File: src/rtl/wave_gen_pkg.sv
// Shared types and constants for the wave generation datapath.
package wave_gen_pkg;

  localparam int unsigned PHASE_W  = 12;
  localparam int unsigned SAMPLE_W = 12;
  localparam logic [SAMPLE_W-1:0] SAMPLE_MID = 12'd2048;

  // Wide enough for the largest supported channel count (16).
  localparam int unsigned TAG_CH_W = 4;

  typedef struct packed {
    logic                valid;
    logic [TAG_CH_W-1:0] ch;
  } sched_tag_t;

endpackage

File: src/rtl/sched_tag_pipe.sv
// Fixed-depth shift register of channel tags that tracks samples in flight through the LUT.
module sched_tag_pipe
  import wave_gen_pkg::*;
#(
  parameter int unsigned DEPTH = 2
) (
  input  logic       clk,
  input  logic       rst,
  input  logic       flush,
  input  sched_tag_t tag_in,
  output sched_tag_t tag_out
);

  sched_tag_t stage_q [DEPTH];

  always_ff @(posedge clk) begin
    if (rst || flush) begin
      for (int i = 0; i < int'(DEPTH); i++) begin
        stage_q[i] <= '0;
      end
    end else begin
      stage_q[0] <= tag_in;
      for (int i = 1; i < int'(DEPTH); i++) begin
        stage_q[i] <= stage_q[i-1];
      end
    end
  end

  assign tag_out = stage_q[DEPTH-1];

endmodule

File: src/rtl/wave_channel_scheduler.sv
// Round-robin DDS channel scheduler sharing one sine LUT datapath across NUM_CH channels.
// Optional per-channel phase offsets are built when WAVE_SCHED_PHASE_OFFSET_EN is defined.
module wave_channel_scheduler
  import wave_gen_pkg::*;
#(
  parameter int unsigned NUM_CH  = 4,
  parameter int unsigned ACC_W   = 32,
  parameter int unsigned LUT_LAT = 2,
  localparam int unsigned CH_W   = $clog2(NUM_CH)
) (
  input  logic                       clk,
  input  logic                       rst,
  input  logic                       enable,
  input  logic                       cfg_we,
  input  logic [CH_W-1:0]            cfg_ch,
  input  logic [ACC_W-1:0]           cfg_tuning,
  input  logic                       cfg_sync,
`ifdef WAVE_SCHED_PHASE_OFFSET_EN
  input  logic                       cfg_off_we,
  input  logic [PHASE_W-1:0]         cfg_offset,
`endif
  output logic [PHASE_W-1:0]         phase_out,
  input  logic [SAMPLE_W-1:0]        sine_in,
  output logic [NUM_CH*SAMPLE_W-1:0] ch_sample,
  output logic                       sample_valid,
  output logic [CH_W-1:0]            sample_ch,
  output logic                       frame_valid
);

  logic [ACC_W-1:0]    acc_q    [NUM_CH];
  logic [ACC_W-1:0]    tuning_q [NUM_CH];
  logic [SAMPLE_W-1:0] lane_q   [NUM_CH];
  logic [CH_W-1:0]     slot_q;
  logic [PHASE_W-1:0]  phase_q;
  logic [PHASE_W-1:0]  issue_phase;
  logic                sample_valid_q;
  logic                frame_valid_q;
  logic [CH_W-1:0]     sample_ch_q;
  sched_tag_t          issue_tag_q;
  sched_tag_t          exit_tag;

`ifdef WAVE_SCHED_PHASE_OFFSET_EN
  logic [PHASE_W-1:0] offset_q [NUM_CH];

  // Offsets survive cfg_sync; only reset clears them.
  always_ff @(posedge clk) begin
    if (rst) begin
      for (int i = 0; i < int'(NUM_CH); i++) begin
        offset_q[i] <= '0;
      end
    end else if (cfg_off_we) begin
      offset_q[cfg_ch] <= cfg_offset;
    end
  end

  assign issue_phase = acc_q[slot_q][ACC_W-1 -: PHASE_W] + offset_q[slot_q];
`else
  assign issue_phase = acc_q[slot_q][ACC_W-1 -: PHASE_W];
`endif

  // issue_tag_q lines up with phase_out; the pipe covers the LUT latency behind it.
  sched_tag_pipe #(
    .DEPTH (LUT_LAT)
  ) u_tag_pipe (
    .clk     (clk),
    .rst     (rst),
    .flush   (cfg_sync),
    .tag_in  (issue_tag_q),
    .tag_out (exit_tag)
  );

  always_ff @(posedge clk) begin
    if (rst) begin
      for (int i = 0; i < int'(NUM_CH); i++) begin
        acc_q[i]    <= '0;
        tuning_q[i] <= '0;
        lane_q[i]   <= SAMPLE_MID;
      end
      slot_q         <= '0;
      phase_q        <= '0;
      issue_tag_q    <= '0;
      sample_valid_q <= 1'b0;
      sample_ch_q    <= '0;
      frame_valid_q  <= 1'b0;
    end else begin
      // Issue reads tuning_q before this write lands, so a colliding write waits one round.
      if (cfg_we) begin
        tuning_q[cfg_ch] <= cfg_tuning;
      end
      if (cfg_sync) begin
        for (int i = 0; i < int'(NUM_CH); i++) begin
          acc_q[i] <= '0;
        end
        slot_q         <= '0;
        phase_q        <= '0;
        issue_tag_q    <= '0;
        sample_valid_q <= 1'b0;
        frame_valid_q  <= 1'b0;
      end else begin
        if (enable) begin
          phase_q        <= issue_phase;
          acc_q[slot_q]  <= acc_q[slot_q] + tuning_q[slot_q];
          slot_q         <= (slot_q == CH_W'(NUM_CH - 1)) ? '0 : slot_q + 1'b1;
          issue_tag_q    <= '{valid: 1'b1, ch: TAG_CH_W'(slot_q)};
        end else begin
          issue_tag_q <= '0;
        end
        sample_valid_q <= exit_tag.valid;
        frame_valid_q  <= exit_tag.valid && (exit_tag.ch == TAG_CH_W'(NUM_CH - 1));
        if (exit_tag.valid) begin
          lane_q[exit_tag.ch[CH_W-1:0]] <= sine_in;
          sample_ch_q                   <= exit_tag.ch[CH_W-1:0];
        end
      end
    end
  end

  for (genvar k = 0; k < int'(NUM_CH); k++) begin : g_lane
    assign ch_sample[k*SAMPLE_W +: SAMPLE_W] = lane_q[k];
  end

  assign phase_out    = phase_q;
  assign sample_valid = sample_valid_q;
  assign sample_ch    = sample_ch_q;
  assign frame_valid  = frame_valid_q;

endmodule

File: config.mk
export PLATFORM = sky130hd
export DESIGN_NAME = wave_channel_scheduler
export DESIGN_NICKNAME = d
export VERILOG_FILES = /design/src/rtl/wave_gen_pkg.sv /design/src/rtl/sched_tag_pipe.sv /design/src/rtl/wave_channel_scheduler.sv
export SDC_FILE = /design/constraint.sdc
export NUM_CORES = 1
export LEC_CHECK = 0
export CELL_PAD_IN_SITES_DETAIL_PLACEMENT = 1
export CELL_PAD_IN_SITES_GLOBAL_PLACEMENT = 2
export CORE_MARGIN = 2
export CORE_UTILIZATION = 42
export CTS_CLUSTER_DIAMETER = 150
export CTS_CLUSTER_SIZE = 25
export DETAILED_ROUTE_END_ITERATION = 8
export PLACE_DENSITY = 0.76
export SYNTH_ARGS = -nofsm -noshare
export SYNTH_HDL_FRONTEND = slang
export SYNTH_SLANG_ARGS = --single-unit
File: constraint.sdc
create_clock -name clk -period 4.5 [get_ports clk]
set_clock_uncertainty 0.1 [all_clocks]
set_input_delay 0.9 -clock clk [delete_from_list [all_inputs] [get_ports clk]]
set_output_delay 0.9 -clock clk [all_outputs]
set_load 0.02 [all_outputs]
Yosys cells after proc, flatten, opt, wreduce, memory -nomap -nowiden. Memory sizes are Yosys's and may differ from the RTL's. A register that Yosys moved wholly into a read port is not among the register bits. Index checks and enable logic that the tools add are counted.

Output and inout port bits: 64. RAM bits: 314. Input port bits: 51. Flip-flop bits (word level): 23. Memories: 4. Logic and storage cells: 72.

Multiplexer cells: 40. $add $sub $neg: 2. Bitwise operators: 8. Equality and inequality tests: 2. Reduce and logical (&&, ||, !) cells: 8.

Memory list: acc_q (words 4, bits a word 32, rd ports 1, clocked after Yosys merged registers in 1, write ports 4, RTL line wave_channel_scheduler.sv:30) `logic [ACC_W-1:0] acc_q [NUM_CH];`; tuning_q (words 4, bits a word 32, rd ports 1, clocked after Yosys merged registers in 1, write ports 4, RTL line wave_channel_scheduler.sv:31) `logic [ACC_W-1:0] tuning_q [NUM_CH];`; lane_q (words 4, bits a word 12, rd ports 4, clocked after Yosys merged registers in 0, write ports 4, RTL line wave_channel_scheduler.sv:32) `logic [SAMPLE_W-1:0] lane_q [NUM_CH];`; u_tag_pipe.stage_q (words 2, bits a word 5, rd ports 2, clocked after Yosys merged registers in 0, write ports 2, RTL line sched_tag_pipe.sv:14) `sched_tag_t stage_q [DEPTH];`.

Operators by type and width (number): $mux 32 (6); $reduce_or 32->1 (2); $add 32x32->32 (1); $mux 1 (22); $mux 2 (8); $mux 5 (3); $mux 12 (1); $reduce_or 12->1 (1); $or 1x1->1 (6); $eq 4x2->1 const B (1); $reduce_or 3->1 (1); $add 2x1->2 const B (1); $eq 2x2->1 const B (1); $not 1->1 (2); $reduce_and 2->1 (1); $reduce_or 2->1 (1); $logic_and 1x1->1 (1); $logic_or 1x1->1 (1).

Logic depth before layout (Yosys ltp).
Depth in word-level cells: 6. Mapped depth: 12. Gate-level depth less buffers: 9.

Modules after synthesis. A second synthesis with hierarchy kept.

Cells, all modules: 1150. Area total of the unflattened synthesis: 15891.5 um^2.

By module, submodules not included: wave_channel_scheduler (seq. area each 9589.2 um^2, area each 15506.1 um^2, cells an instance 1123, instances 1); sched_tag_pipe (seq. area each 200.2 um^2, area each 385.4 um^2, cells an instance 27, instances 1).

Least setup slack after synthesis. Ideal clock, no wire load.

Kind: reg2reg. Start: reg with a tool-made name. End: mem acc_q[0][22], data pin. Setup time: 269 ps. Arrival: 3435 ps. Required time: 4131 ps. Stages on the path, launching flop included: 13. Path slack: 696 ps. Path buffers: 3. Cells stage by stage: dfxtp_1 > buf_2 > buf_2 > buf_2 > mux4_2 > ha_1 > fa_1 > a211oi_1 > o21ai_1 > nand4_1 > a211oi_1 > nor3_1 > nor3_1.

RTL lines (RTL line): end: declaration (wave_channel_scheduler.sv:30).

==> flow_summary.html <==
<table>
<tr><th>Metric</th><th>Value</th></tr>
<tr><th colspan="2">Status</th></tr>
<tr><td>Status</td><td>finished clean</td></tr>
<tr><th colspan="2">Finish</th></tr>
<tr><td>Share of final-layout standard cells stronger than drive strength 1</td><td>0.111</td></tr>
<tr><td>Area added between synthesis and finish</td><td>14.4%</td></tr>
<tr><td>Combined area of the multi-input logic cells</td><td>~0.0057 mm^2</td></tr>
<tr><td>Register Area</td><td>roughly 0.0097 mm^2</td></tr>
<tr><td>Number of nets in the final layout</td><td>1320</td></tr>
<tr><td>Final Instance Count excl. Fillers</td><td>around 1700</td></tr>
<tr><td>Antenna diode instance count</td><td>0</td></tr>
<tr><td>Fill cell count</td><td>3664</td></tr>
<tr><td>Core occupancy in the finished layout</td><td>0.488</td></tr>
<tr><th colspan="2">Floorplan</th></tr>
<tr><td>Core region area</td><td>0.0367 mm^2</td></tr>
<tr><td>Io pins</td><td>~120</td></tr>
<tr><td>Die height</td><td>approximately 200 um</td></tr>
<tr><td>Starting density of the core</td><td>0.427</td></tr>
<tr><td>X dimension of the die</td><td>197 um</td></tr>
<tr><td>Total Die Area</td><td>between 0.03 and 0.04 mm^2</td></tr>
<tr><td>Placement Rows</td><td>70</td></tr>
<tr><th colspan="2">Clocking</th></tr>
<tr><td>Post-cts hold buffer count</td><td>0</td></tr>
<tr><td>Clock tree root driver cell</td><td>sky130_fd_sc_hd__clkbuf_16</td></tr>
<tr><td>H-tree levels</td><td>1</td></tr>
<tr><td>Setup bufs post-CTS</td><td>0</td></tr>
<tr><td>TritonCTS buffer count</td><td>17</td></tr>
<tr><td>Maximum clock path buffer count</td><td>3</td></tr>
<tr><td>CTS sink cnt</td><td>around 330</td></tr>
<tr><td>Clock transition at the registers of the reported paths</td><td>around 0.10 ns</td></tr>
<tr><td>Later-pin clock latency in the skew report</td><td>~0.53 ns</td></tr>
<tr><td>Number of cells upsized or downsized after cts</td><td>0</td></tr>
<tr><td>TritonCTS clock tree</td><td>yes</td></tr>
<tr><th colspan="2">Yosys</th></tr>
<tr><td>Synth top cells by count</td><td>sky130_fd_sc_hd__edfxtp_1 (304), sky130_fd_sc_hd__and2_1 (192), sky130_fd_sc_hd__nor2_1 (104)</td></tr>
<tr><td>Number of synthesized flops with an enable pin</td><td>304</td></tr>
<tr><td>Share of synthesized area spent on multiplexers</td><td>0.111</td></tr>
<tr><td>Register bit count reported by yosys</td><td>333</td></tr>
<tr><td>Number of warnings printed during yosys synthesis</td><td>0</td></tr>
<tr><td>Post-synthesis cell type with the largest combined area</td><td>sky130_fd_sc_hd__edfxtp_1</td></tr>
<tr><td>Complex-gate fraction of the synthesized area</td><td>0.0525</td></tr>
<tr><td>Fraction of synthesized cell area taken by the top area cell type</td><td>0.583</td></tr>
<tr><td>Most frequently used flop master after synthesis</td><td>sky130_fd_sc_hd__edfxtp_1</td></tr>
<tr><td>Cell count after synthesis</td><td>approximately 1100</td></tr>
<tr><td>Most frequently used cell type in the post-synthesis netlist</td><td>sky130_fd_sc_hd__edfxtp_1</td></tr>
<tr><td>Unique masters post-synth</td><td>just under 60</td></tr>
<tr><td>Fraction of the yosys area taken by sequential cells</td><td>0.620</td></tr>
<tr><td>Fraction of the mapped netlist area in adder cells</td><td>0.0292</td></tr>
<tr><td>Combinational family with the most area after synthesis</td><td>simple AND/OR/NAND/NOR gates</td></tr>
<tr><td>Parity-gate share of the synthesized area counting xor and xnor cells</td><td>0.00951</td></tr>
<tr><td>Post-synthesis cell area</td><td>approximately 0.016 mm^2</td></tr>
<tr><td>Avg Synthesized Cell Area</td><td>approximately 14 um^2</td></tr>
<tr><td>Net count after synthesis</td><td>roughly 1200</td></tr>
<tr><td>Top cells by area, synth</td><td>sky130_fd_sc_hd__edfxtp_1 (58%), sky130_fd_sc_hd__mux4_2 (9.2%), sky130_fd_sc_hd__and2_1 (7.7%), sky130_fd_sc_hd__dfxtp_1 (3.7%), sky130_fd_sc_hd__ha_1 (2.8%)</td></tr>
<tr><td>Post-synthesis async set-or-reset flop share</td><td>0</td></tr>
<tr><td>Share of synthesized cell area in and, or, nand and nor gates</td><td>0.161</td></tr>
<tr><th colspan="2">Critical path</th></tr>
<tr><td>Most repeated library cell on the critical path</td><td>sky130_fd_sc_hd__a211oi_1</td></tr>
<tr><td>Stages on the worst setup path</td><td>9</td></tr>
<tr><td>Required time of the critical path</td><td>about 4.8 ns</td></tr>
<tr><td>Data arrival, critical path</td><td>between 4 and 5 ns</td></tr>
<tr><td>Delay contributed by the slowest stage of the critical path</td><td>between 0.6 and 0.7 ns</td></tr>
<tr><td>Worst Setup Path Type</td><td>reg2reg</td></tr>
<tr><td>Worst Reg-to-Reg Cells</td><td>9</td></tr>
<tr><td>Cell type of the slowest stage on the worst timing path</td><td>sky130_fd_sc_hd__a211oi_1</td></tr>
<tr><td>Max FO, Critical Path</td><td>33</td></tr>
<tr><td>CP Launch Type</td><td>flip-flop</td></tr>
<tr><td>Critical path's top delay family</td><td>compound AO/OA/AOI/OAI gates</td></tr>
<tr><td>Worst reg2reg setup slack</td><td>around 0.56 ns</td></tr>
<tr><td>Worst path bufs/invs</td><td>1</td></tr>
<tr><td>Type of destination of the critical path</td><td>flip-flop</td></tr>
<tr><td>Critical Path, Cell by Cell</td><td>buf_12, mux4_2, ha_1, a211oi_1, o21ai_1, nand4_1, a211oi_1, o32ai_1, nor3_1</td></tr>
<tr><th colspan="2">Place</th></tr>
<tr><td>Final RePlAce weighted congestion</td><td>~0.85</td></tr>
<tr><td>Estimated wirelength of the detail-placed design</td><td>approximately 28000 um</td></tr>
<tr><td>DP Cell Count</td><td>approximately 1700</td></tr>
<tr><td>Port buffer count</td><td>~110</td></tr>
<tr><th colspan="2">STA</th></tr>
<tr><td>Ratio of final minimum period to clock period</td><td>0.875</td></tr>
<tr><td>TNS Setup</td><td>0 ns</td></tr>
<tr><td>Worst rel slew slack</td><td>0.347</td></tr>
<tr><td>Crit path time final</td><td>just under 4 ns</td></tr>
<tr><td>Pins Over Slew Limit</td><td>0</td></tr>
<tr><td>Setup-violating endpoint count in the final report</td><td>0</td></tr>
<tr><td>Unrepaired setup endpoints after global routing</td><td>no</td></tr>
<tr><td>Transition at the pin with the smallest max-transition slack</td><td>between 0.9 and 1 ns</td></tr>
<tr><td>Final hold violations</td><td>0</td></tr>
<tr><td>Fmax achieved</td><td>approximately 0.25 GHz</td></tr>
<tr><th colspan="2">Routing</th></tr>
<tr><td>Average via count per standard cell</td><td>5.60</td></tr>
<tr><td>Number of iterations in the first detailed-routing pass</td><td>5</td></tr>
<tr><td>Average routed wire per standard cell</td><td>24.1 um</td></tr>
<tr><td>Vias after detailed routing</td><td>approximately 9600</td></tr>
<tr><td>Number of antenna-violating nets in the routed design</td><td>0</td></tr>
<tr><td>Final Routed Wirelength</td><td>between 40000 and 50000 um</td></tr>
<tr><td>1st-iter DRT viols</td><td>around 560</td></tr>
<tr><td>Post-detailed-route DRC marker count</td><td>0</td></tr>
<tr><th colspan="2">Global route</th></tr>
<tr><td>Antenna violations before repair</td><td>0</td></tr>
<tr><td>Global route total overflow</td><td>0</td></tr>
<tr><td>Pin count of the biggest net entering global routing</td><td>34</td></tr>
<tr><td>Vias in the first global route</td><td>roughly 10000</td></tr>
<tr><td>Global router's overall resource usage</td><td>0.217</td></tr>
<tr><td>Wire length of the first global-routing pass</td><td>roughly 63000 um</td></tr>
<tr><th colspan="2">Pwr</th></tr>
<tr><td>Leakage</td><td>~6.4 nW</td></tr>
<tr><td>Maximum ir drop on the vdd rail</td><td>roughly 0.32 mV</td></tr>
<tr><td>Final total power</td><td>approximately 0.0064 W</td></tr>
<tr><td>Total power density per cell area</td><td>approximately 360 mW/mm^2</td></tr>
<tr><th colspan="2">Hold path</th></tr>
<tr><td>WHS Path Cells</td><td>1</td></tr>
<tr><td>HP Class</td><td>reg2reg</td></tr>
<tr><th colspan="2">Flow run</th></tr>
<tr><td>Max-cap check violation count</td><td>0</td></tr>
</table>
==> per-stage QoR <==
step                      hold WS, ns  instance area, um^2  setup WS, ns
after floorplan                 0.306                15700         0.696
after global placement          0.315                17500         0.743
after detailed placement        0.315                17500         0.610
after CTS                       0.340                17900         0.608
after global routing            0.357                17900         0.297
final                           0.335                17900         0.562
==> layout by cell type, fill, tap and decap left out, types with 10 or more instances in the layout <==
cell type / netlist / final
sky130_fd_sc_hd__nor3_1: 29 / 28
sky130_fd_sc_hd__dfxtp_1: 29 / 27
sky130_fd_sc_hd__nand2b_1: 13 / 13
sky130_fd_sc_hd__clkbuf_16: 0 / 17
sky130_fd_sc_hd__nor2_1: 104 / 104
sky130_fd_sc_hd__edfxtp_1: 304 / 304
sky130_fd_sc_hd__xnor2_1: 10 / 10
sky130_fd_sc_hd__mux4_2: 64 / 64
sky130_fd_sc_hd__mux2i_1: 30 / 30
sky130_fd_sc_hd__clkdlybuf4s50_1: 0 / 114
sky130_fd_sc_hd__buf_4: 0 / 21
sky130_fd_sc_hd__a21oi_1: 37 / 37
sky130_fd_sc_hd__and3_1: 14 / 14
sky130_fd_sc_hd__and2_1: 192 / 192
sky130_fd_sc_hd__nand2_1: 55 / 55
sky130_fd_sc_hd__nand4_1: 12 / 12
sky130_fd_sc_hd__nor3b_1: 19 / 17
sky130_fd_sc_hd__o21ai_0: 22 / 22
sky130_fd_sc_hd__ha_1: 35 / 35
==> worst paths after layout <==
path | startpoint | to
worst max-delay path | flip-flop | acc_q[0][30]
worst min-delay path | issue_tag_q[1] | u_tag_pipe.stage_q[0][1]
worst max register to register | flip-flop | acc_q[0][30]
worst min register to register | issue_tag_q[1] | u_tag_pipe.stage_q[0][1]
==> kinds of logic (layout without fill, tap and decap cells) <==
logic type	after synthesis	after routing
AND/OR/NAND/NOR	467	467
buffers and inverters	64	170
AO/OA/AOI/OAI	121	121
XOR/XNOR	17	17
adder cells (fa/ha/maj)	36	36
multiplexers	94	94
flip-flops	333	333
==> final cells by class <==
class,count,area share
inverters,5,0.00105
clock inverters,1,0.00112
repair buffers,141,0.0792
flip-flops and latches,333,0.542
clock buffers,23,0.0250
well taps,468,0.0327
multi-input cells,735,0.319
==> sequential cells by signal, indices dropped and copies added (netlist names), named ones only <==
signal	count
acc_q	128
frame_valid	1
issue_tag_q	3
lane_q	48
phase_out	12
sample_ch	2
sample_valid	1
slot_q	2
tuning_q	128
u_tag_pipe.stage_q	6
==> where the power goes <==
part           switching, W  total (W)  leakage, nW  internal (W)
logic              0.000675    0.00109         2.79      0.000410
clock network      0.000984    0.00170        0.226      0.000715
registers         0.0000498    0.00359         3.40       0.00354
==> routing by layer <==
| layer | track usage | routed length (um) |
|---|---|---|
| met1 | 0.295 | 18300 |
| met5 | 0 | 0 |
| met2 | 0.379 | 20600 |
| met4 | 0.0532 | 992 |
| met3 | 0.0174 | 1300 |
(Power assumes the default switching activity.)
